`src/rtl/handshake_slave_fifo.sv`:
```
// handshake_slave_fifo: valid/ready ingress FIFO for one crossbar slave port.
// Define HANDSHAKE_SLAVE_FIFO_ADDR_CHECK_EN to discard beats outside the BASE_ADDR[7:4] window.
module handshake_slave_fifo #(
    parameter int DEPTH = 4,
    parameter logic [7:0] BASE_ADDR = 8'h20
) (
    input  logic                       clk,
    input  logic                       rst,
    input  logic [7:0]                 data_in,
    input  logic                       valid_in,
    output logic                       ready_out,
    output logic [7:0]                 data_out,
    output logic                       valid_out,
    input  logic                       ready_in,
    output logic [$clog2(DEPTH):0]     count,
    output logic                       full,
    output logic                       empty,
    output logic [7:0]                 drop_count
);
    localparam int AW = $clog2(DEPTH);
    localparam int CW = AW + 1;

    logic [7:0]    mem [DEPTH];
    logic [AW-1:0] wr_ptr, rd_ptr;
    logic          push, pop, store;

    assign full      = count == CW'(DEPTH);
    assign empty     = count == '0;
    assign ready_out = rst && !full;
    assign valid_out = !empty;
    assign data_out  = mem[rd_ptr];
    assign push      = valid_in && ready_out;
    assign pop       = valid_out && ready_in;

`ifdef HANDSHAKE_SLAVE_FIFO_ADDR_CHECK_EN
    // Misrouted beats still complete the handshake but never reach storage.
    assign store = push && (data_in[7:4] == BASE_ADDR[7:4]);
    always_ff @(posedge clk or negedge rst) begin
        if (!rst)
            drop_count <= '0;
        else if (push && !store && drop_count != 8'hFF)
            drop_count <= drop_count + 8'd1;
    end
`else
    assign store      = push;
    assign drop_count = BASE_ADDR & 8'h00;
`endif

    always_ff @(posedge clk or negedge rst) begin
        if (!rst) begin
            wr_ptr <= '0;
            rd_ptr <= '0;
            count  <= '0;
        end else begin
            if (store)
                wr_ptr <= wr_ptr + 1'b1;
            if (pop)
                rd_ptr <= rd_ptr + 1'b1;
            count <= count + CW'(store) - CW'(pop);
        end
    end

    always_ff @(posedge clk) begin
        if (store)
            mem[wr_ptr] <= data_in;
    end
endmodule

```
`config.mk`:
```
export PLATFORM = sky130hd
export DESIGN_NAME = handshake_slave_fifo
export DESIGN_NICKNAME = d
export VERILOG_FILES = /design/src/rtl/handshake_slave_fifo.sv
export SDC_FILE = /design/constraint.sdc
export NUM_CORES = 1
export LEC_CHECK = 0
export ABC_CLOCK_PERIOD_IN_PS = 4000
export BUFFER_PORTS_ARGS = -buffer_cell sky130_fd_sc_hd__buf_4
export CORE_MARGIN = 8
export CORE_UTILIZATION = 55
export DETAILED_ROUTE_END_ITERATION = 7
export GPL_ROUTABILITY_DRIVEN = 0
export GPL_TIMING_DRIVEN = 0
export PLACE_DENSITY = 0.91
export SLEW_MARGIN = 40
export SYNTH_ARGS = -nofsm -noshare
export SYNTH_HDL_FRONTEND = slang
export SYNTH_SLANG_ARGS = --single-unit
```
`constraint.sdc`:
```
create_clock -name clk -period 4 [get_ports clk]
set_clock_uncertainty 0.1 [all_clocks]
set_input_delay 0.8 -clock clk [delete_from_list [all_inputs] [get_ports clk]]
set_output_delay 0.8 -clock clk [all_outputs]
set_load 0.05 [all_outputs]
```
==> summary.txt, run 1 <==
Synthesis
  – Post-synthesis adder-cell area fraction: 5.762%
  – Average cell area after synthesis: 18.54 um2
  – Compound-cell area share of the yosys netlist: 0%
  – Yosys warnings: 0
  – Seq cells post-synth: 39
  – Xor-xnor portion of the synthesized cell area: 2.654%
  – Cell variety after synth: 21
  – Mux contribution to synthesized area: 11.60%
  – Simple-gate area share of the yosys netlist: 5.155%
  – Syn Std Cell Area: 1650 um2
  – Largest family of logic cells by synthesized area: multiplexers
  – Cell count after synthesis: 89
  – Post-synthesis sequential area ratio: 68.84%

Global route
  – All-Layer GR Usage: 11.13%
  – Vias in the first global route: 904
  – Total congestion overflow: 0
  – Largest net degree at the start of global routing: 12
  – Initial antenna violation count: 0
  – Wire length of the first global-routing pass: 4257 um

Critical path
  – CP Launch Type: flop
  – CP endpoint kind: output pin
  – WP data required: 3.10 ns
  – Crit Path Class: reg -> out
  – CP max FO: 10
  – Critical Path AT: 1.72 ns
  – R2R depth: 8

STA
  – Final setup viols: 0
  – Setup_tns: 0 ns
  – Fin crit period: 2.619 ns
  – RSZ-0062 raised after global routing: false
  – Pins Over Slew Limit: 0
  – Fmax: 0.3818 GHz
  – Measured slew at the worst slew-check pin: 0.5385 ns
  – Max-slew headroom: 64.10%
  – Final Hold Fails: 0
  – Period utilization: 65.49%

Finish
  – Layout cells sized above 1: 41.54%
  – Synth-to-layout area growth: 18.95%
  – Layout filler cell count: 225
  – N_diodes: 0
  – Nets: 148

Route
  – DRC violations left: 0
  – DR vias: 826
  – Routed vias/inst: 5.067
  – Initial DRT Pass Iterations: 4
  – 1st-iter DRT viols: 38
  – Avg WL per Cell: 16.12 um
  – Remaining antenna violation count after routing: 0
  – Routed WL: 2627 um

CTS
  – CTS Sinks: 39
  – CTS resizes: 0
  – TritonCTS clock tree: built
  – Clock-pin transition on the worst setup and hold timing paths: 0.11 ns
  – Clock Root Buffer: clkbuf_4
  – Max H-tree Level: 2
  – TritonCTS Buffers: 5
  – Hold Buf Count CTS: 0
  – Clock latency on the worst-skew pair: 0.33 ns
  – # Post-CTS Setup Buffers: 0
  – Max clock buf depth: 2

Floorplanning
  – Starting Density: 55.89%
  – Die Span X: 70.78 um
  – Die height: 70.78 um
  – Core area: 2953 um2
  – IO Pins: 35
  – Row count: 20
  – Die area: 5009 um2

Power
  – Leakage: 0.7939 nW
  – Power, Total: 1.496 mW
  – Pwr dens: 762.0 nW/um2
  – Worst VDD drop: 538.0 uV

Place
  – I/O Buffers: 26
  – Final HPWL DP: 1962 um

Flow run
  – Max_cap viols: 0

Hold path
  – Hold WC Path Type: in -> async

Status
  – Outcome: complete, no violations
report_power, final:
group          total, mW  leakage, nW  switching [mW]  internal (mW)
clock network      0.186       0.0293           0.117         0.0686
logic              0.752        0.393           0.481          0.271
registers          0.558        0.372          0.0421          0.516
critical path: stages, from the launching register on:
cell,delay [ns]
dfrtp_1,0.33
buf_2,0.29
mux4_2,0.56
buf_4,0.21
metrics by stage:
step	setup slack [ns]	cell area [um2]	hold WS, ns	cells	util (%)
2_1_floorplan	1.276	1677	0.4044	96	-
3_3_place_gp	1.333	1913	0.4454	155	64.79
3_5_place_dp	1.240	1913	0.4712	155	64.79
4_1_cts	1.335	1963	0.1502	163	66.48
5_1_grt	1.270	1963	0.1395	163	66.48
6_report	1.381	1963	0.1652	163	66.48
kinds of logic (layout without fill, tap and decap cells):
logic type | Yosys count | count (layout)
muxes | 9 | 9
and+or+nand+nor | 11 | 11
xor gates and xnor gates | 5 | 5
buffers and inverters | 17 | 51
other | 1 | 8
adders and majority gates | 7 | 7
DFF | 39 | 39
layout make-up:
cell class	count	area, um2	area share [%]
well taps	33	41.29	2.103
repair buffers	26	195.2	9.943
plain buffers	10	68.82	3.505
clock buffers	7	45.04	2.294
flip-flops and latches	39	1136	57.87
multi-input cells	40	445.4	22.69
inverters	7	26.28	1.338
clock inverters	1	5.005	0.2549
layout by cell type, fill, tap and decap left out, drive strengths merged:
| master | Yosys | final |
|---|---|---|
| buf | 9 | 35 |
| edfxtp | 32 | 32 |
| mux4 | 8 | 8 |
| conb | 1 | 8 |
| clkbuf | 1 | 8 |
| inv | 7 | 7 |
| dfrtp | 7 | 7 |
| ha | 6 | 6 |
| and2 | 5 | 5 |
| xnor2 | 4 | 4 |
| or3 | 1 | 1 |
| nor3b | 1 | 1 |
| nand2 | 1 | 1 |
| nor2 | 1 | 1 |
| nor2b | 1 | 1 |
| xor2 | 1 | 1 |
| mux2 | 1 | 1 |
| nand3 | 1 | 1 |
| fa | 1 | 1 |
| clkinv | 0 | 1 |
layer usage:
| layer | wire, um | global-route usage [%] | up-vias |
|---|---|---|---|
| met5 | 0 | 0 | - |
| met3 | 201 | 5.367 | 7 |
| li1 | - | - | 387 |
| met4 | 49 | 5.543 | 0 |
| met1 | 1054 | 11.59 | 405 |
| met2 | 1322 | 18.33 | 27 |
final timing paths:
path	from	end	slack (ns)
worst min register to register	wr_ptr[1]	wr_ptr[1]	0.48
max in group asynchronous	rst	rd_ptr[1]	3.51
worst max register to register	count[1]	count[2]	1.58
worst min-delay path	rst	wr_ptr[0]	0.17
worst max-delay path	rd_ptr[0]	data_out[0]	1.38
min in group clk	wr_ptr[1]	wr_ptr[1]	0.48
Yosys cell counts:
library cell / count / area share (%)
nor2b_1: 1 / 0.38
nor2_2: 1 / 0.38
and2_4: 1 / 0.53
buf_4: 8 / 3.6
conb_1: 1 / 0.23
edfxtp_1: 32 / 58
nand2_1: 1 / 0.23
clkbuf_1: 1 / 0.23
xnor2_1: 4 / 2.1
mux4_2: 8 / 11
and2_1: 4 / 1.5
or3_4: 1 / 0.68
nand3_1: 1 / 0.30
nor3b_4: 1 / 1.1
buf_2: 1 / 0.30
dfrtp_1: 7 / 11
mux2_2: 1 / 0.68
fa_1: 1 / 1.2
inv_1: 7 / 1.6
ha_1: 6 / 4.5
xor2_1: 1 / 0.53
registers in the layout, summed over array words and instances, names as in the netlist:
register	cells
count	3
wr_ptr	2
rd_ptr	2
mem	32
Note: power is estimated with default switching activity, not from simulation.
==> inputs of run 2 (changes only) <==
- ABC_AREA: not set -> 1
- ABC_CLOCK_PERIOD_IN_PS: 4000 -> 2200
- CORE_UTILIZATION: 55 -> 48
- PLACE_DENSITY: 0.91 -> 0.85
- clock period: 4 -> 2.2 ns (I/O delays scaled with it)
==> run 2 against run 1 <==
Wire length grew 18%; highest routed layer unchanged; die area grew 17%; non-clock buffer count up 3.
==> summary.txt, run 2 <==
Synthesis
  – Syn Std Cell Area: 1768 um2 (+7.1%)
  – Synth Flop Type: edfxtp_1
  – Cell variety after synth: 20 (-4.8%)
  – Yosys warnings: 0 (unchanged)
  – Average cell area after synthesis: 11.63 um2 (-37%)
  – Number of enable flip-flop cells after synthesis: 32 (unchanged)
  – Top cells by area, synth: edfxtp_1, dfrtp_1, nor2_1, o21ai_1, ha_1
  – Cell count after synthesis: 152 (+71%)
  – Yosys top cell area share: 54.35% (-3.9 points)
  – Leading area contributor after synthesis: edfxtp_1
  – Post-synthesis sequential area ratio: 64.26% (-4.6 points)
  – Most frequent cell after synthesis: edfxtp_1
  – Async set-reset flop share out of synthesis: 17.95% (unchanged)
  – Post-synth top cells: edfxtp_1, nor2_1, o21ai_1, inv_1, nand2_1
  – Seq cells post-synth: 39 (unchanged)

Flow run
  – Max_cap viols: 0 (unchanged)

Critical path
  – CP Launch Type: flop
  – Crit Path Class: reg -> reg
  – R2r setup slk: 0.14 ns (-1.44 ns)
  – R2R Path End: count[2]
  – CP endpoint kind: flop
  – WP data required: 2.27 ns (-0.83 ns)
  – Critical Path AT: 2.14 ns (+0.42 ns)
  – R2R depth: 9 (+1)
  – R2r startpoint: count[1]
  – CP max FO: 5 (-5)
  – Crit. Startpoint: count[1]

CTS
  – TritonCTS Buffers: 5 (unchanged)
  – Clock latency on the worst-skew pair: 0.28 ns (-0.05 ns)
  – CTS resizes: 0 (unchanged)
  – Max clock buf depth: 2 (unchanged)
  – CTS Sinks: 39 (unchanged)
  – Hold Buf Count CTS: 1 (+1)
  – Max H-tree Level: 2 (unchanged)
  – # Post-CTS Setup Buffers: 0 (unchanged)
  – Clock-pin transition on the worst setup and hold timing paths: 0.07 ns (-0.04 ns)
  – TritonCTS clock tree: built
  – Clock Root Buffer: clkbuf_8

Hold path
  – WHS Endpoint: mem[0][4]
  – Hold WC Path Type: in -> reg
  – Worst Min Path Start: data_in[4]
  – Hold path depth: 1

Floorplanning
  – Row count: 22 (+10%)
  – Die area: 5881 um2 (+17%)
  – Die height: 76.69 um (+8.4%)
  – Core area: 3606 um2 (+22%)
  – IO Pins: 35 (unchanged)
  – Die Span X: 76.69 um (+8.4%)
  – Starting Density: 49.03% (-6.9 points)

Global route
  – All-Layer GR Usage: 11.14% (about the same)
  – Largest net degree at the start of global routing: 14 (+2)
  – Total congestion overflow: 0 (unchanged)
  – Initial antenna violation count: 0 (unchanged)
  – Vias in the first global route: 1128 (+25%)
  – Wire length of the first global-routing pass: 5140 um (+21%)

Finish
  – Commonest non-fill, non-tap cell in the layout: buf_4
  – Layout Utilization: 60.10% (-6.4 points)
  – Max reg flops: 32 (unchanged)
  – Nets: 212 (+43%)
  – Largest reg by FF count: mem
  – Top flop regs: mem: 32 flops, count: 3 flops
  – N_diodes: 0 (unchanged)
  – Post-route insts no fill: 242 (+48%)
  – Layout cells sized above 1: 29.38% (-12 points)
  – Most frequent cells in the layout: buf_4, edfxtp_1, nor2_1
  – Synth-to-layout area growth: 22.58%

Power
  – Worst VDD drop: 961.9 uV (+79%)
  – Leakage: 0.9266 nW (+17%)
  – Power, Total: 3.169 mW (+110%)
  – Pwr dens: 1463 nW/um2 (+92%)

Route
  – Routed WL: 3091 um (+18%)
  – Remaining antenna violation count after routing: 0 (unchanged)
  – DR vias: 1128 (+37%)
  – Routed vias/inst: 4.661 (-8.0%)
  – 1st-iter DRT viols: 65 (+71%)
  – Avg WL per Cell: 12.77 um (-21%)
  – DRC violations left: 0 (unchanged)
  – Initial DRT Pass Iterations: 4 (unchanged)

STA
  – Final Hold Fails: 0 (unchanged)
  – Pins Over Slew Limit: 0 (unchanged)
  – Fmax: 0.4843 GHz
  – Setup_tns: 0 ns (unchanged)
  – Final setup viols: 0 (unchanged)
  – Period utilization: 93.85%
  – Setup ws final: 0.1353 ns (-1.245 ns)
  – Max-slew headroom: 47.52% (-17 points)
  – Fin crit period: 2.065 ns
  – RSZ-0062 raised after global routing: false
  – Measured slew at the worst slew-check pin: 0.7842 ns (+0.2457 ns)

Status
  – Outcome: complete, no violations

Place
  – Final HPWL DP: 2274 um (+16%)
  – Cells after DPL: 233 (+50%)
  – Place WS: 0.1557 ns (-1.084 ns)
  – I/O Buffers: 26 (unchanged)
[run 2: worst max-delay path by stage]
stage | endpoint | slack (ns)
after floorplan | count[2] | 0.02
after global placement | count[2] | 0.20
after detailed placement | count[2] | 0.16
after CTS | count[2] | 0.14
after global routing | count[2] | 0.004
final | count[2] | 0.14
[run 2: area by class of cell]
| type | instances | area, um2 |
|---|---|---|
| repair buffers | 27 | 205.2 |
| flip-flops and latches | 39 | 1140 |
| multi-input cells | 92 | 493.0 |
| inverters | 16 | 67.56 |
| clock buffers | 5 | 68.82 |
| fillers | 304 | 1439 |
| plain buffers | 12 | 112.6 |
| well taps | 48 | 60.06 |
| clock inverters | 3 | 20.02 |
[run 2: layer usage]
metal / vias up / wire, um / global-route usage (%)
met1: 517 / 1244 / 11.48
li1: 571 / - / -
met2: 36 / 1625 / 18.69
met3: 4 / 169 / 4.779
met4: 0 / 51 / 5.962
met5: - / 0 / 0
[run 2: cells by family after synthesis]
logic type	count (synthesis)	share of synthesized area (%)
buf+inv	28	10.19
flops	39	64.26
other cells	1	0.2121
fa+ha+maj	7	5.379
compound gates	24	6.794
simple gates	52	12.67
xor+xnor	1	0.4955
[run 2: power breakdown]
part | switching, mW | internal, mW | leakage (nW)
Clock | 0.239 | 0.220 | 0.0402
Sequential | 0.0856 | 0.938 | 0.371
Combinational | 1.15 | 0.533 | 0.515
Total | 1.48 | 1.69 | 0.927
[run 2: worst max-delay path, cell delays in order (launching register included)]
cell,delay [ns]
dfrtp_2,0.45
nor2_4,0.15
nand2_4,0.07
nand2_1,0.12
inv_1,0.06
ha_1,0.26
inv_1,0.04
ha_1,0.18
fa_1,0.39
xnor2_1,0.14
[run 2: through the flow]
step	hold WS, ns	area, um2
after floorplan	0.04441	1813
after global placement	0.1801	2068
after detailed placement	0.1824	2068
after CTS	0.2424	2167
after global routing	0.2380	2167
final	0.2520	2167
